[config.mk]
export PLATFORM = sky130hd
export DESIGN_NAME = sweep_controller
export DESIGN_NICKNAME = d
export VERILOG_FILES = /design/src/rtl/sweep_controller.sv
export SDC_FILE = /design/constraint.sdc
export NUM_CORES = 1
export LEC_CHECK = 0
export ABC_AREA = 1
export CORE_UTILIZATION = 51
export CTS_CLUSTER_SIZE = 8
export DETAILED_ROUTE_END_ITERATION = 7
export PLACE_DENSITY = 0.74
export RECOVER_POWER = 25
export SLEW_MARGIN = 10
export SYNTH_ARGS = -nofsm -noshare
export SYNTH_HDL_FRONTEND = slang
export SYNTH_SLANG_ARGS = --single-unit
[constraint.sdc]
create_clock -name clk -period 3.33 [get_ports clk]
set_clock_uncertainty 0.1 [all_clocks]
set_input_delay 0.8325 -clock clk [delete_from_list [all_inputs] [get_ports clk]]
set_output_delay 0.8325 -clock clk [all_outputs]
set_load 0.005 [all_outputs]
[src/rtl/sweep_controller.sv]
// Frequency sweep sequencer for a DDS: steps a 32-bit tuning word from m_start
// by m_step, strobing set once per point and dwelling a fixed number of cycles.
module sweep_controller #(
  parameter int DWELL_W = 24,
  parameter int STEPS_W = 16
) (
  input  logic               clk,
  input  logic               rst_n,
  input  logic               start,
  input  logic               abort,
  input  logic               loop,
  input  logic [31:0]        m_start,
  input  logic [31:0]        m_step,
  input  logic [STEPS_W-1:0] n_steps,
  input  logic [DWELL_W-1:0] dwell,
  output logic [31:0]        m,
  output logic               set,
  output logic               busy,
  output logic               done,
  output logic [1:0]         dbg_state
);

  typedef enum logic [1:0] {
    S_IDLE  = 2'd0,
    S_SET   = 2'd1,
    S_DWELL = 2'd2,
    S_DONE  = 2'd3
  } state_t;

  state_t state_q, state_d;

  logic [31:0]        m_q, m_d;
  logic [31:0]        m_start_q, m_start_d;
  logic [31:0]        m_step_q, m_step_d;
  logic [STEPS_W-1:0] n_steps_q, n_steps_d;
  logic [DWELL_W-1:0] dwell_q, dwell_d;
  logic               loop_q, loop_d;
  logic [STEPS_W-1:0] step_q, step_d;
  logic [DWELL_W-1:0] dcnt_q, dcnt_d;
  logic               set_q, set_d;
  logic               done_q, done_d;
  logic               busy_q, busy_d;

  logic [DWELL_W-1:0] dwell_eff;
  logic               dwell_last;

  // A programmed dwell of 0 behaves as a single-cycle dwell.
  assign dwell_eff  = (dwell_q == '0) ? DWELL_W'(1) : dwell_q;
  assign dwell_last = (dcnt_q == dwell_eff - DWELL_W'(1));

  always_ff @(posedge clk or negedge rst_n) begin
    if (!rst_n) begin
      state_q   <= S_IDLE;
      m_q       <= '0;
      m_start_q <= '0;
      m_step_q  <= '0;
      n_steps_q <= '0;
      dwell_q   <= '0;
      loop_q    <= 1'b0;
      step_q    <= '0;
      dcnt_q    <= '0;
      set_q     <= 1'b0;
      done_q    <= 1'b0;
      busy_q    <= 1'b0;
    end else begin
      state_q   <= state_d;
      m_q       <= m_d;
      m_start_q <= m_start_d;
      m_step_q  <= m_step_d;
      n_steps_q <= n_steps_d;
      dwell_q   <= dwell_d;
      loop_q    <= loop_d;
      step_q    <= step_d;
      dcnt_q    <= dcnt_d;
      set_q     <= set_d;
      done_q    <= done_d;
      busy_q    <= busy_d;
    end
  end

  always_comb begin
    state_d = state_q;
    case (state_q)
      S_IDLE:  if (start && !abort) state_d = S_SET;
      S_SET:   state_d = S_DWELL;
      S_DWELL: if (dwell_last) state_d = (step_q == n_steps_q) ? S_DONE : S_SET;
      S_DONE:  state_d = loop_q ? S_SET : S_IDLE;
      default: state_d = S_IDLE;
    endcase
    // Abort overrides every transition out of a busy state.
    if (abort && (state_q != S_IDLE)) state_d = S_IDLE;
  end

  always_comb begin
    m_d       = m_q;
    m_start_d = m_start_q;
    m_step_d  = m_step_q;
    n_steps_d = n_steps_q;
    dwell_d   = dwell_q;
    loop_d    = loop_q;
    step_d    = step_q;
    dcnt_d    = dcnt_q;
    case (state_q)
      S_IDLE: begin
        if (state_d == S_SET) begin
          m_start_d = m_start;
          m_step_d  = m_step;
          n_steps_d = n_steps;
          dwell_d   = dwell;
          loop_d    = loop;
          m_d       = m_start;
          step_d    = '0;
          dcnt_d    = '0;
        end
      end
      S_SET: dcnt_d = '0;
      S_DWELL: begin
        if (state_d == S_DWELL) begin
          dcnt_d = dcnt_q + DWELL_W'(1);
        end else if (state_d == S_SET) begin
          m_d    = m_q + m_step_q;
          step_d = step_q + STEPS_W'(1);
          dcnt_d = '0;
        end
      end
      S_DONE: begin
        if (state_d == S_SET) begin
          m_d    = m_start_q;
          step_d = '0;
          dcnt_d = '0;
        end
      end
      default: ;
    endcase
    set_d  = (state_d == S_SET);
    done_d = (state_d == S_DONE);
    busy_d = (state_d != S_IDLE);
  end

  assign m         = m_q;
  assign set       = set_q;
  assign busy      = busy_q;
  assign done      = done_q;
  assign dbg_state = state_q;

endmodule

== After elaboration in Yosys (flattened, before gate mapping) ==
Cells that the tools add are included.

* Mux-type cells: 19
* Equality and inequality tests: 13
* Reduce and logical (&&, ||, !) cells: 13
* $add $sub $neg: 4

{| class="wikitable"
|+ Operator list
! kind !! number
|-
| 32-bit two-way mux || 4
|-
| 32-bit case mux with 3 select lines || 1
|-
| 24-bit two-way mux || 3
|-
| 24-bit case mux with 3 select lines || 1
|-
| 16-bit two-way mux || 3
|-
| 32-bit adder || 1
|-
| 16-bit case mux with 2 select lines || 1
|-
| 24-bit by 1-bit adder with 24-bit output (second input constant) || 1
|-
| 24-bit == test || 1
|-
| 24-bit logical NOT || 1
|-
| 24-bit by 1-bit subtractor with 24-bit output (second input constant) || 1
|-
| 16-bit by 1-bit adder with 16-bit output (second input constant) || 1
|-
| 16-bit == test || 1
|-
| 2-bit == test (second input constant) || 4
|-
| 2-bit two-way mux || 4
|-
| 2-bit inequality test (second input constant) || 4
|-
| 2-bit case mux with 4 select lines || 1
|-
| 2-bit nonzero test || 3
|-
| 5-bit AND reduction || 1
|-
| 2-bit by 1-bit == test with 1-bit output (second input constant) || 2
|-
| 4-bit AND reduction || 1
|-
| 3-bit nonzero test || 1
|-
| 1-bit logical AND || 2
|-
| 2-bit logical NOT || 1
|-
| other kinds (5) || 5
|}

* Output and inout bits: 37
* Bits of input ports: 109
* Bits in registers: 182

== Depth between registers and ports, before layout ==
Gate-level depths: netlist (run 1).

* Word-level depth: 11
* Depth in mapped cells: 30

== Worst setup path before layout (run 1) ==
No wires, ideal clock.

* Path type: reg2reg
* Start: reg dwell_q[8]
* End: reg m_start_q[10]
* Data required time: 3.109 ns
* Path buffers: 3
* Arrival time: 3.242 ns
* Setup time: 0.121 ns
* Stages on the path, launching flop included: 30
* Slack: -0.133 ns
* Cell sequence: dfrtp_1 -> nor2_1 -> nand2_2 -> nor2_1 -> nand3_2 -> nand2_1 -> inv_2 -> ha_1 -> nand2_1 -> inv_2 -> nand2_2 -> nor3_4 -> nand2_1 -> xor2_1 -> inv_1 -> nand2_1 -> nand2_1 -> nor2_1 -> nand3_1 -> nor2_1 -> nand2_1 -> nand2_1 -> nand2_1 -> a21oi_4 -> nand2_2 -> buf_6 -> buf_6 -> buf_2 -> o21ai_1 -> nand2_1

* Longest elaborated chain between the ends: 9

{| class="wikitable"
|+ Ends and longest elaborated chain
! item !! RTL line !! source
|-
| start: declaration || 36 || <nowiki>logic [DWELL_W-1:0] dwell_q, dwell_d;</nowiki>
|-
| start signal: assignment || 71 || <nowiki>dwell_q <= dwell_d;</nowiki>
|-
| 24-bit logical NOT || 48 || <nowiki>assign dwell_eff = (dwell_q == '0) ? DWELL_W'(1) : dwell_q;</nowiki>
|-
| 24-bit two-way mux (*) || 48 ||
|-
| 24-bit by 1-bit subtractor with 24-bit output (*) || 49 || <nowiki>assign dwell_last = (dcnt_q == dwell_eff - DWELL_W'(1));</nowiki>
|-
| 24-bit == test (*) || 49 ||
|-
| 2-bit two-way mux (*) || 86 || <nowiki>S_DWELL: if (dwell_last) state_d = (step_q == n_steps_q) ? S_DONE : S_SET;</nowiki>
|-
| 2-bit case mux with 4 select lines (*) || 83 || <nowiki>case (state_q)</nowiki>
|-
| 2-bit two-way mux (*) || 91 || <nowiki>if (abort && (state_q != S_IDLE)) state_d = S_IDLE;</nowiki>
|-
| via state_d[0] || 30 || <nowiki>state_t state_q, state_d;</nowiki>
|-
| 2-bit by 1-bit == test with 1-bit output (*) || 105 || <nowiki>if (state_d == S_SET) begin</nowiki>
|-
| 2-bit AND reduction (no line) (*) || n/a ||
|-
| end signal: assignment || 68 || <nowiki>m_start_q <= m_start_d;</nowiki>
|-
| end: declaration || 33 || <nowiki>logic [31:0] m_start_q, m_start_d;</nowiki>
|}

The timed path passes the listed nets; every way through them passes the cells marked *.
A chain may end at the register's enable or synchronous reset.

== Worst setup path after layout (run 1) ==
* Start: reg dwell_q[19]
* End: reg dcnt_q[9]

* Longest elaborated chain between the ends: 11

{| class="wikitable"
|+ Ends and longest elaborated chain
! item !! RTL line !! source
|-
| 24-bit logical NOT || 48 ||
|-
| 24-bit two-way mux (*) || 48 ||
|-
| 24-bit by 1-bit subtractor with 24-bit output (*) || 49 ||
|-
| 24-bit == test (*) || 49 ||
|-
| 2-bit two-way mux (*) || 86 ||
|-
| 2-bit case mux with 4 select lines (*) || 83 ||
|-
| 2-bit two-way mux (*) || 91 ||
|-
| 2-bit by 1-bit == test with 1-bit output || 105, 120, 127 ||
|-
| 24-bit two-way mux || n/a ||
|-
| 24-bit two-way mux || 118 || <nowiki>if (state_d == S_DWELL) begin</nowiki>
|-
| 24-bit case mux with 3 select lines (*) || 103 || <nowiki>case (state_q)</nowiki>
|-
| via dcnt_d[9] || 39 || <nowiki>logic [DWELL_W-1:0] dcnt_q, dcnt_d;</nowiki>
|-
| end signal: assignment || 74 || <nowiki>dcnt_q <= dcnt_d;</nowiki>
|-
| end: declaration || 39 ||
|}

Marks and branches as above.

==> impl_metrics.env, run 1 <==
export IMPL_dr_total_vias=12900
export IMPL_io_buffers=145
export IMPL_synth_seq_cells=182
export IMPL_fill_cells=1710
export IMPL_cts_buffer_depth=2
export IMPL_worst_path_max_fanout=5
export IMPL_final_area_sq_um=16500
export IMPL_maxSlewViolCount=0
export IMPL_die_y_microns=154
export IMPL_grtUsageTotal_pct=33.3
export IMPL_drt_pass1_iter_count=6
export IMPL_p_per_area_nw_per_um2=1150
export IMPL_first_global_vias=12000
export IMPL_drive_gt1_share_pct=21.5
export IMPL_min_path_type="flop to flop"
export IMPL_drt_iter0_markers=1445
export IMPL_cts_max_level=4
export IMPL_layout_common_cells="nand2_1, dfrtp_1, clkdlybuf4s50_1, inv_1, nand3_1"
export IMPL_final_util_pct=72.6
export IMPL_startpoint="dwell_q[19]"
export IMPL_wire_per_inst_microns=19.7
export IMPL_n_antenna_cell=0
export IMPL_grt_max_degree=71
export IMPL_power_leakage_nw=7.90
export IMPL_max_cap_viol_count=0
export IMPL_clk_latency_ns=0.44
export IMPL_slew_headroom_pct=3.17
export IMPL_via_per_inst=5.93
export IMPL_top_usage_layer="met2"
export IMPL_dp_cells=2096
export IMPL_multiInputGateArea_sq_um=7350
export IMPL_setup_violations=178
export IMPL_worstPathRequired_ns=3.54
export IMPL_holdBufCountCts=0
export IMPL_gp_congestion=1.00
export IMPL_vdd_drop_max_mv=0.562
export IMPL_post_route_period_util_pct=110
export IMPL_synth_top_area_share_pct=38.6
export IMPL_cp_end_kind="flop"
export IMPL_fmaxAchievable_ghz=0.274
export IMPL_num_rows=55
export IMPL_met3_usage_pct=5.69
export IMPL_cts_root_buf="clkbuf_16"
export IMPL_die_x_microns=154
export IMPL_r2r_start="dwell_q[19]"
export IMPL_gr_total_overflow=0
export IMPL_grt_pass1_wl_microns=61900
export IMPL_syn_area_sq_um=11800
export IMPL_setup_slack_ns=-0.323
export IMPL_dieArea_sq_um=23800
export IMPL_p_switching_mw=9.34
export IMPL_area_delta_synth_final_pct=39.5
export IMPL_place_area_sq_um=14000
export IMPL_p_sw_share_pct=49.4
export IMPL_rsz0062_at_grt="true"
export IMPL_syn_instance_count=1658
export IMPL_synth_seq_area_share_pct=38.6
export IMPL_ys_warn_count=0
export IMPL_register_area_sq_um=4550
export IMPL_violations="negative setup slack"
export IMPL_grt_antenna_before_repair=0
export IMPL_core_sq_um=22700
export IMPL_initial_core_util_pct=52.0
export IMPL_grt_use_met1_pct=45.5
export IMPL_path_class="flop to flop"
export IMPL_dp_hpwl_microns=26100
export IMPL_placement_setup_worst_slack_ns=-0.457
export IMPL_nets=2031
export IMPL_p_clk_share_pct=10.6
export IMPL_clkTransAtPathRegs_ns=0.07
export IMPL_cts_sinks=182
export IMPL_finalPower_mw=18.9
export IMPL_route_antenna_remaining_nets=0
export IMPL_cts_buffers=17
export IMPL_hp_start="m_start_q[9]"
export IMPL_hold_viol=0
export IMPL_p_int_mw=9.57
export IMPL_pwr_share_seq_pct=22.1
export IMPL_synth_cell_types=51
export IMPL_fin_cells=2181
export IMPL_status="finished with violations"
export IMPL_cts_tree="yes"
export IMPL_cpMostUsedCell="nand2_1"
export IMPL_critPathMaxStageDelay_ns=0.39
export IMPL_combPwrFrac_pct=67.3
export IMPL_start_kind="flop"
export IMPL_ios=146
export IMPL_wl_microns=42900
export IMPL_use_met2_pct=53.1
export IMPL_drc=0
export IMPL_synth_area_top_cells="dfrtp_1, nand2_1, nand3_1"
export IMPL_period_minus_slack_ns=3.65
export IMPL_cp_slowest_cell="dfrtp_1"
export IMPL_worstPathArrival_ns=3.87
export IMPL_synthesis_nets=1806
export IMPL_tightestPinTransition_ns=1.45
export IMPL_yosysTopAreaCell="dfrtp_1"
export IMPL_syn_avg_cell_area_sq_um=7.13
export IMPL_final_common_cell="nand2_1"
worst max-delay path, delay by kind of cell, from the launching register on:
family / cells / cell delay [ns]
buffers and inverters: 8 / 0.93
xor gates and xnor gates: 1 / 0.14
DFF: 1 / 0.39
and+or+nand+nor: 19 / 1.74
AOI/OAI and AO/OA: 1 / 0.06
adders and majority gates: 1 / 0.15
power by group through the flow:
stage / registers (mW) / clock network, mW / logic (mW)
final: 4.17 / 2.01 / 12.7
after global routing: 4.28 / 2.10 / 13.7
after CTS: 4.06 / 2.01 / 10.4
after detailed placement: 4.09 / 0 / 9.18
after global placement: 4.05 / 0 / 8.95
after floorplan: 3.86 / 0 / 6.09
flip-flops by register name, summed over array words and instances, names as in the netlist, 2 cells and up:
register and flops:
m 32, step_q 16, dcnt_q 24, n_steps_q 16, dbg_state 2, dwell_q 24
m_step_q 32, m_start_q 32
synthesized netlist by cell type, drive strengths merged:
master and instances:
nand3 134, nand2 531, o21a 3, o21bai 2, a31oi 3, o211ai 3
a21oi 87, clkinv 3, nor3 31, and3b 1, nor3b 3, a21boi 2
buf 38, a22oi 26, a21o 1, a211oi 1, o21ai 160, xnor3 1
a221oi 1, nor4 9, o311ai 1, ha 38, o221ai 2, xnor2 15
and3 1, xor2 45, nor2 115, dfrtp 182, clkbuf 38, nand3b 4
nor4b 1, inv 133, o31ai 1, or2 14, fa 1, nand4 27
worst paths after layout:
kind                       cells after the start  slack [ns]            to
max reg2reg                                   30       -0.32     dcnt_q[9]
max                                           30       -0.32     dcnt_q[9]
min reg2reg                                    2        0.39  m_start_q[9]
min in group asynchronous                      1        0.61    dwell_q[9]
max in group asynchronous                      2        0.75     dcnt_q[3]
min                                            2        0.39  m_start_q[9]
per-stage QoR:
step / hold slack, ns / setup TNS [ns]
3_3_place_gp: 0.362 / -50.25
5_1_grt: 0.417 / -78.89
2_1_floorplan: 0.346 / 0
4_1_cts: 0.272 / -18.54
6_report: 0.387 / -42.63
3_5_place_dp: 0.370 / -58.81
per-layer routing:
layer / share of wire (%) / vias up
li1: - / 5912
met1: 40 / 6135
met2: 46 / 733
met3: 9.8 / 145
met4: 4.3 / 0
met5: 0 / -
logic make-up after synthesis:
kind of cell | count (synthesis) | synth area share, %
DFF | 182 | 38.6
buffers and inverters | 212 | 7.56
and+or+nand+nor | 871 | 31.4
adders and majority gates | 39 | 4.19
xor gates and xnor gates | 61 | 4.64
AOI/OAI and AO/OA | 293 | 13.6
timing repair:
action,in CTS,in global routing
gates cloned,13,16
pin swaps,22,25
setup buffers,24,7
gates resized for setup,81,295
endpoints found under the setup margin,178,178
final cells by class:
| class | instances | area share (%) |
|---|---|---|
| clock buffers | 20 | 2.77 |
| inverters | 136 | 3.13 |
| flip-flops and latches | 182 | 27.6 |
| repair buffers | 281 | 19.1 |
| multi-input cells | 1265 | 44.6 |
| clock inverters | 12 | 0.653 |
| well taps | 285 | 2.16 |
No activity file was read; power rests on OpenSTA's default activity.
==> inputs of run 2 (changes only) <==
--- a/config.mk
+++ b/config.mk
@@ -6,7 +6,9 @@
 export NUM_CORES = 1
 export LEC_CHECK = 0
 export ABC_AREA = 1
-export CORE_UTILIZATION = 51
+export CELL_PAD_IN_SITES_DETAIL_PLACEMENT = 0
+export CELL_PAD_IN_SITES_GLOBAL_PLACEMENT = 1
+export CORE_UTILIZATION = 37
 export CTS_CLUSTER_SIZE = 8
 export DETAILED_ROUTE_END_ITERATION = 7
 export PLACE_DENSITY = 0.74
==> run 2 against run 1 <==
  * The flow finishes with violations (max-capacitance violations, max-slew violations, negative setup slack)
  * Combinational power increased by 4%
  * Global-route usage decreased by 7.5 points
  * Final cell count increased by 6.1%
  * Sequential cell count unchanged
  * Total power increased by 3.6%
  * Count of clock-buffer cells in the layout decreased by 1
  * Non-clock buffer count increased by 16
  * Register-to-register slack improved by 0.05 ns
  * Clock power increased by 9%
  * Sequential power about the same
  * Wire length decreased by 1.9%
  * Worst hold slack got worse by 0.0047 ns
  * Critical path type unchanged
  * Largest cell class unchanged
  * Largest power group unchanged
==> impl_metrics.env, run 2 (synthesized netlist as in run 1, its figures left out) <==
export IMPL_status="finished with violations"
export IMPL_violations="max-capacitance violations, max-slew violations, negative setup slack"
export IMPL_power_leakage_nw=8.02
export IMPL_post_route_period_util_pct=108
export IMPL_hold_viol=0
export IMPL_cts_buffer_depth=2
export IMPL_gp_congestion=0.931
export IMPL_gr_total_overflow=0
export IMPL_fmaxAchievable_ghz=0.278
export IMPL_slew_headroom_pct=-19.9
export IMPL_r2r_start="dwell_q[9]"
export IMPL_multiInputGateArea_sq_um=7510
export IMPL_via_per_inst=5.28
export IMPL_die_x_microns=181
export IMPL_final_common_cell="nand2_1"
export IMPL_p_per_area_nw_per_um2=1150
export IMPL_drt_pass1_iter_count=5
export IMPL_maxSlewViolCount=60
export IMPL_combPwrFrac_pct=67.5
export IMPL_max_cap_viol_count=1
export IMPL_dp_cells=2226
export IMPL_core_sq_um=31500
export IMPL_critPathMaxStageDelay_ns=0.41
export IMPL_path_class="flop to flop"
export IMPL_pwr_share_seq_pct=21.3
export IMPL_grtUsageTotal_pct=25.8
export IMPL_n_antenna_cell=0
export IMPL_startpoint="dwell_q[9]"
export IMPL_wire_per_inst_microns=18.2
export IMPL_p_switching_mw=9.39
export IMPL_cts_max_level=4
export IMPL_p_sw_share_pct=47.9
export IMPL_cts_root_buf="clkbuf_16"
export IMPL_dr_total_vias=12200
export IMPL_grt_pass1_wl_microns=65600
export IMPL_p_int_mw=10.2
export IMPL_layout_common_cells="nand2_1, dfrtp_1, clkdlybuf4s50_1, inv_1, nand3_1"
export IMPL_rsz0062_at_grt="true"
export IMPL_num_rows=65
export IMPL_hp_start="m_start_q[6]"
export IMPL_cp_end_kind="flop"
export IMPL_initial_core_util_pct=37.5
export IMPL_die_y_microns=181
export IMPL_setup_violations=177
export IMPL_clk_latency_ns=0.46
export IMPL_p_clk_share_pct=11.2
export IMPL_io_buffers=145
export IMPL_fill_cells=2967
export IMPL_area_delta_synth_final_pct=44.2
export IMPL_period_minus_slack_ns=3.60
export IMPL_cp_slowest_cell="dfrtp_1"
export IMPL_grt_antenna_before_repair=0
export IMPL_setup_slack_ns=-0.270
export IMPL_drive_gt1_share_pct=24.4
export IMPL_cts_tree="yes"
export IMPL_dp_hpwl_microns=28100
export IMPL_finalPower_mw=19.6
export IMPL_vdd_drop_max_mv=0.572
export IMPL_finalSetupTns_ns=-36.45
export IMPL_worstPathRequired_ns=3.57
export IMPL_dieArea_sq_um=32600
export IMPL_tightestPinTransition_ns=1.80
export IMPL_worst_path_max_fanout=8
export IMPL_drc=0
export IMPL_start_kind="flop"
export IMPL_cts_sinks=182
export IMPL_wl_microns=42100
export IMPL_hold_worst_slack_ns=0.382
export IMPL_register_area_sq_um=4550
export IMPL_cts_buffers=17
export IMPL_first_global_vias=11800
export IMPL_grt_max_degree=86
export IMPL_drt_iter0_markers=890
export IMPL_ios=146
export IMPL_clkTransAtPathRegs_ns=0.07
export IMPL_min_path_type="flop to flop"
export IMPL_fin_cells=2314
export IMPL_route_antenna_remaining_nets=0
export IMPL_nets=2048
export IMPL_worstPathArrival_ns=3.84
## run 2: cell types whose count changed in the layout (fill, tap and decap cells not counted), sizes merged
cell      delta
clkinv       -2
bufinv       +3
inv          -3
nand2        +1
clkinvlp     +2
buf         +22
clkbuf       -7
## run 2: through the flow
step                cell area, sq um  setup WS (ns)  util, %
floorplan                      11800         0.0113        -
global placement               14300         -0.273     45.6
detailed placement             14300         -0.355     45.6
CTS                            16200         -0.130     51.3
global route                   17000         -0.538     54.1
finish                         17000         -0.270     54.1
## run 2: path summary, 6_finish.rpt
check	to	slack (ns)	depth (start not counted)
max reg2reg	dwell_q[21]	-0.27	28
min	m_start_q[6]	0.38	2
max	dwell_q[21]	-0.27	28
min reg2reg	m_start_q[6]	0.38	2
max in group asynchronous	m_start_q[21]	1.24	2
min in group asynchronous	busy	0.72	1
## run 2: repair_timing
item,4_1_cts,5_1_grt
pin swaps,43,68
setup buffers,27,12
gates cloned,17,9
resized for setup,188,223
hold buffers,0,0
setup endpoints to repair,178,179
## run 2: critical path: cells and delay by family (launching register included)
kind,cells,cell delay (ns)
flops,1,0.41
xor+xnor,1,0.20
fa+ha+maj,1,0.15
compound gates,2,0.27
simple gates,18,1.72
buf+inv,6,0.62
## run 2: layout make-up
| cell class | instances | area share, % |
|---|---|---|
| Multi-Input combinational cell | 1266 | 44.1 |
| Sequential cell | 182 | 26.7 |
| Timing Repair Buffer | 297 | 19.6 |
| Inverter | 136 | 3.03 |
| Tap cell | 402 | 2.95 |
| Clock buffer | 19 | 2.60 |
| Clock inverter | 12 | 0.984 |
## run 2: power by group through the flow
stage | clock network, mW | registers [mW] | logic (mW)
after floorplan | 0 | 3.86 | 6.09
after global placement | 0 | 4.07 | 9.52
after detailed placement | 0 | 4.08 | 9.59
after CTS | 2.24 | 4.09 | 12.1
after global routing | 2.32 | 4.31 | 14.4
final | 2.19 | 4.17 | 13.2
## run 2: routing by layer
metal / up-vias / track usage, % / share of wire, %
met4: 0 / 6.50 / 1.6
met5: - / 0 / 0
met2: 302 / 40.3 / 46
li1: 5956 / - / -
met3: 37 / 4.04 / 5.3
met1: 5915 / 37.1 / 48
==> RTL edit (flow settings as in run 2) <==
Set the parameter `STEPS_W` to 24 (it was 16).
--- a/src/rtl/sweep_controller.sv
+++ b/src/rtl/sweep_controller.sv
@@ -2,7 +2,7 @@
 // by m_step, strobing set once per point and dwelling a fixed number of cycles.
 module sweep_controller #(
   parameter int DWELL_W = 24,
-  parameter int STEPS_W = 16
+  parameter int STEPS_W = 24
 ) (
   input  logic               clk,
   input  logic               rst_n,
Interface: changed (resized n_steps); port bits go from 146 to 154. No check against the original RTL was run, so the function may have changed too.
==> RTL edit against run 2 <==
- area after synthesis is 9.2% higher
- critical path depth is 1 lower
- non-clock buffer count shrank 7
- design area is 1.4% higher
- wire length grew 7.2%
- worst setup slack improved by 0.065 ns
- sequential cell count increased by 16
- power down 6.0%
- sequential share of layout area rose by 1.9 points
- worst hold slack better by 0.0037 ns
- first-iteration DRC count rose by 8.3%
- the run ends with DRC, capacitance limit, slew limit, setup timing left
==> RTL edit: results (changes against run 2) <==
Logic synthesis
  – Adder-Cell Fraction of Synth Area: 0.0384 (-0.00353)
  – Area contributors post-synth: dfrtp_1, nand2_1, o21ai_0
  – Post-synthesis xor/xnor area fraction: 0.0529 (+0.00647)
  – Avg Inst Size Synth: 7.14 sq um (+0.14%)
  – Synth Area in Compound Gates: 0.133 (-0.00343)
  – Seq/Total Area, Yosys: 0.384 (-0.00146)
  – Syn nets: 1964 (+8.7%)

Cells and area
  – Clock buf count: 20 (+1)
  – Multi-input gates: 1386 (+9.5%)
  – Plain + repair buffers: 290 (-2.4%)
  – Filler Cell Count: 3419 (+15%)
  – Layout cells sized above 1: 0.137 (-0.108)
  – Clock-cell share of area: 0.0368 (+0.000950)
  – N_diodes: 1 (+1)

Drt
  – DRC violations left: 1 (+1)
  – Metal3 WL: 2.26 mm (+0.85%)
  – Metal2 WL: 20.6 mm (+7.5%)
  – DRT iter0 DRCs: 964 (+8.3%)

Placement
  – Placed wire-length estimate: 29.9 mm (+6.6%)
  – Placed instance area: 15500 sq um (+7.9%)

STA
  – Final setup violation count: 193 (+9.0%)
  – Worst-Margin Slew: 2.94 ns (+1.14 ns)
  – Slew Viols, Final: 45 (-25%)
  – PnR worst setup slack: -0.205 ns (+0.0647 ns)

GRT
  – Largest net degree at the start of global routing: 55 (-36%)
  – Routing usage on met2: 0.406 (+0.00332)
  – Initial antenna violation count: 3 (+3)
  – Global-route wire length before repair: 70.1 mm (+6.8%)

Setup path
  – Reg2Reg Depth: 27 (-3.6%)
  – Arrival time at the worst endpoint: 3.83 ns (about the same)
  – Critical Path End: m_start_q[13]
  – CP startpoint: dwell_q[16]

Worst hold path
  – Hold EP: m_start_q[3]
  – Hold path startpoint: m_start_q[3]

Job
  – Maxcap violations: 1 (unchanged)

Run status
  – Failing checks: DRC, capacitance limit, slew limit, setup timing
  – Status: finished, violations left

CTS
  – Setup bufs post-CTS: 17 (-37%)

Pwr
  – Int Power: 9.77 mW (-4.3%)
  – Max IR drop VDD: 584 uV (+2.2%)
[RTL edit: cell types whose count changed in the layout (fill, tap and decap cells not counted), sizes merged, moves of 12 or more]
cell and delta:
nand2 +51, dfrtp +16, nor2 +27, xor2 +12
buf -16, o21ai +21
[RTL edit: per-stage QoR]
stage | cells | TNS [ns] | power, mW | hold WS [ns] | setup slack, ns
2_1_floorplan | 1808 | 0 | 10.2 | 0.347 | 0.0236
3_3_place_gp | 2429 | -24.46 | 13.6 | 0.362 | -0.229
3_5_place_dp | 2429 | -34.71 | 13.7 | 0.369 | -0.277
4_1_cts | 2491 | -16.89 | 17.5 | 0.227 | -0.154
5_1_grt | 2504 | -99.90 | 19.8 | 0.401 | -0.500
6_report | 2504 | -27.70 | 18.4 | 0.386 | -0.205
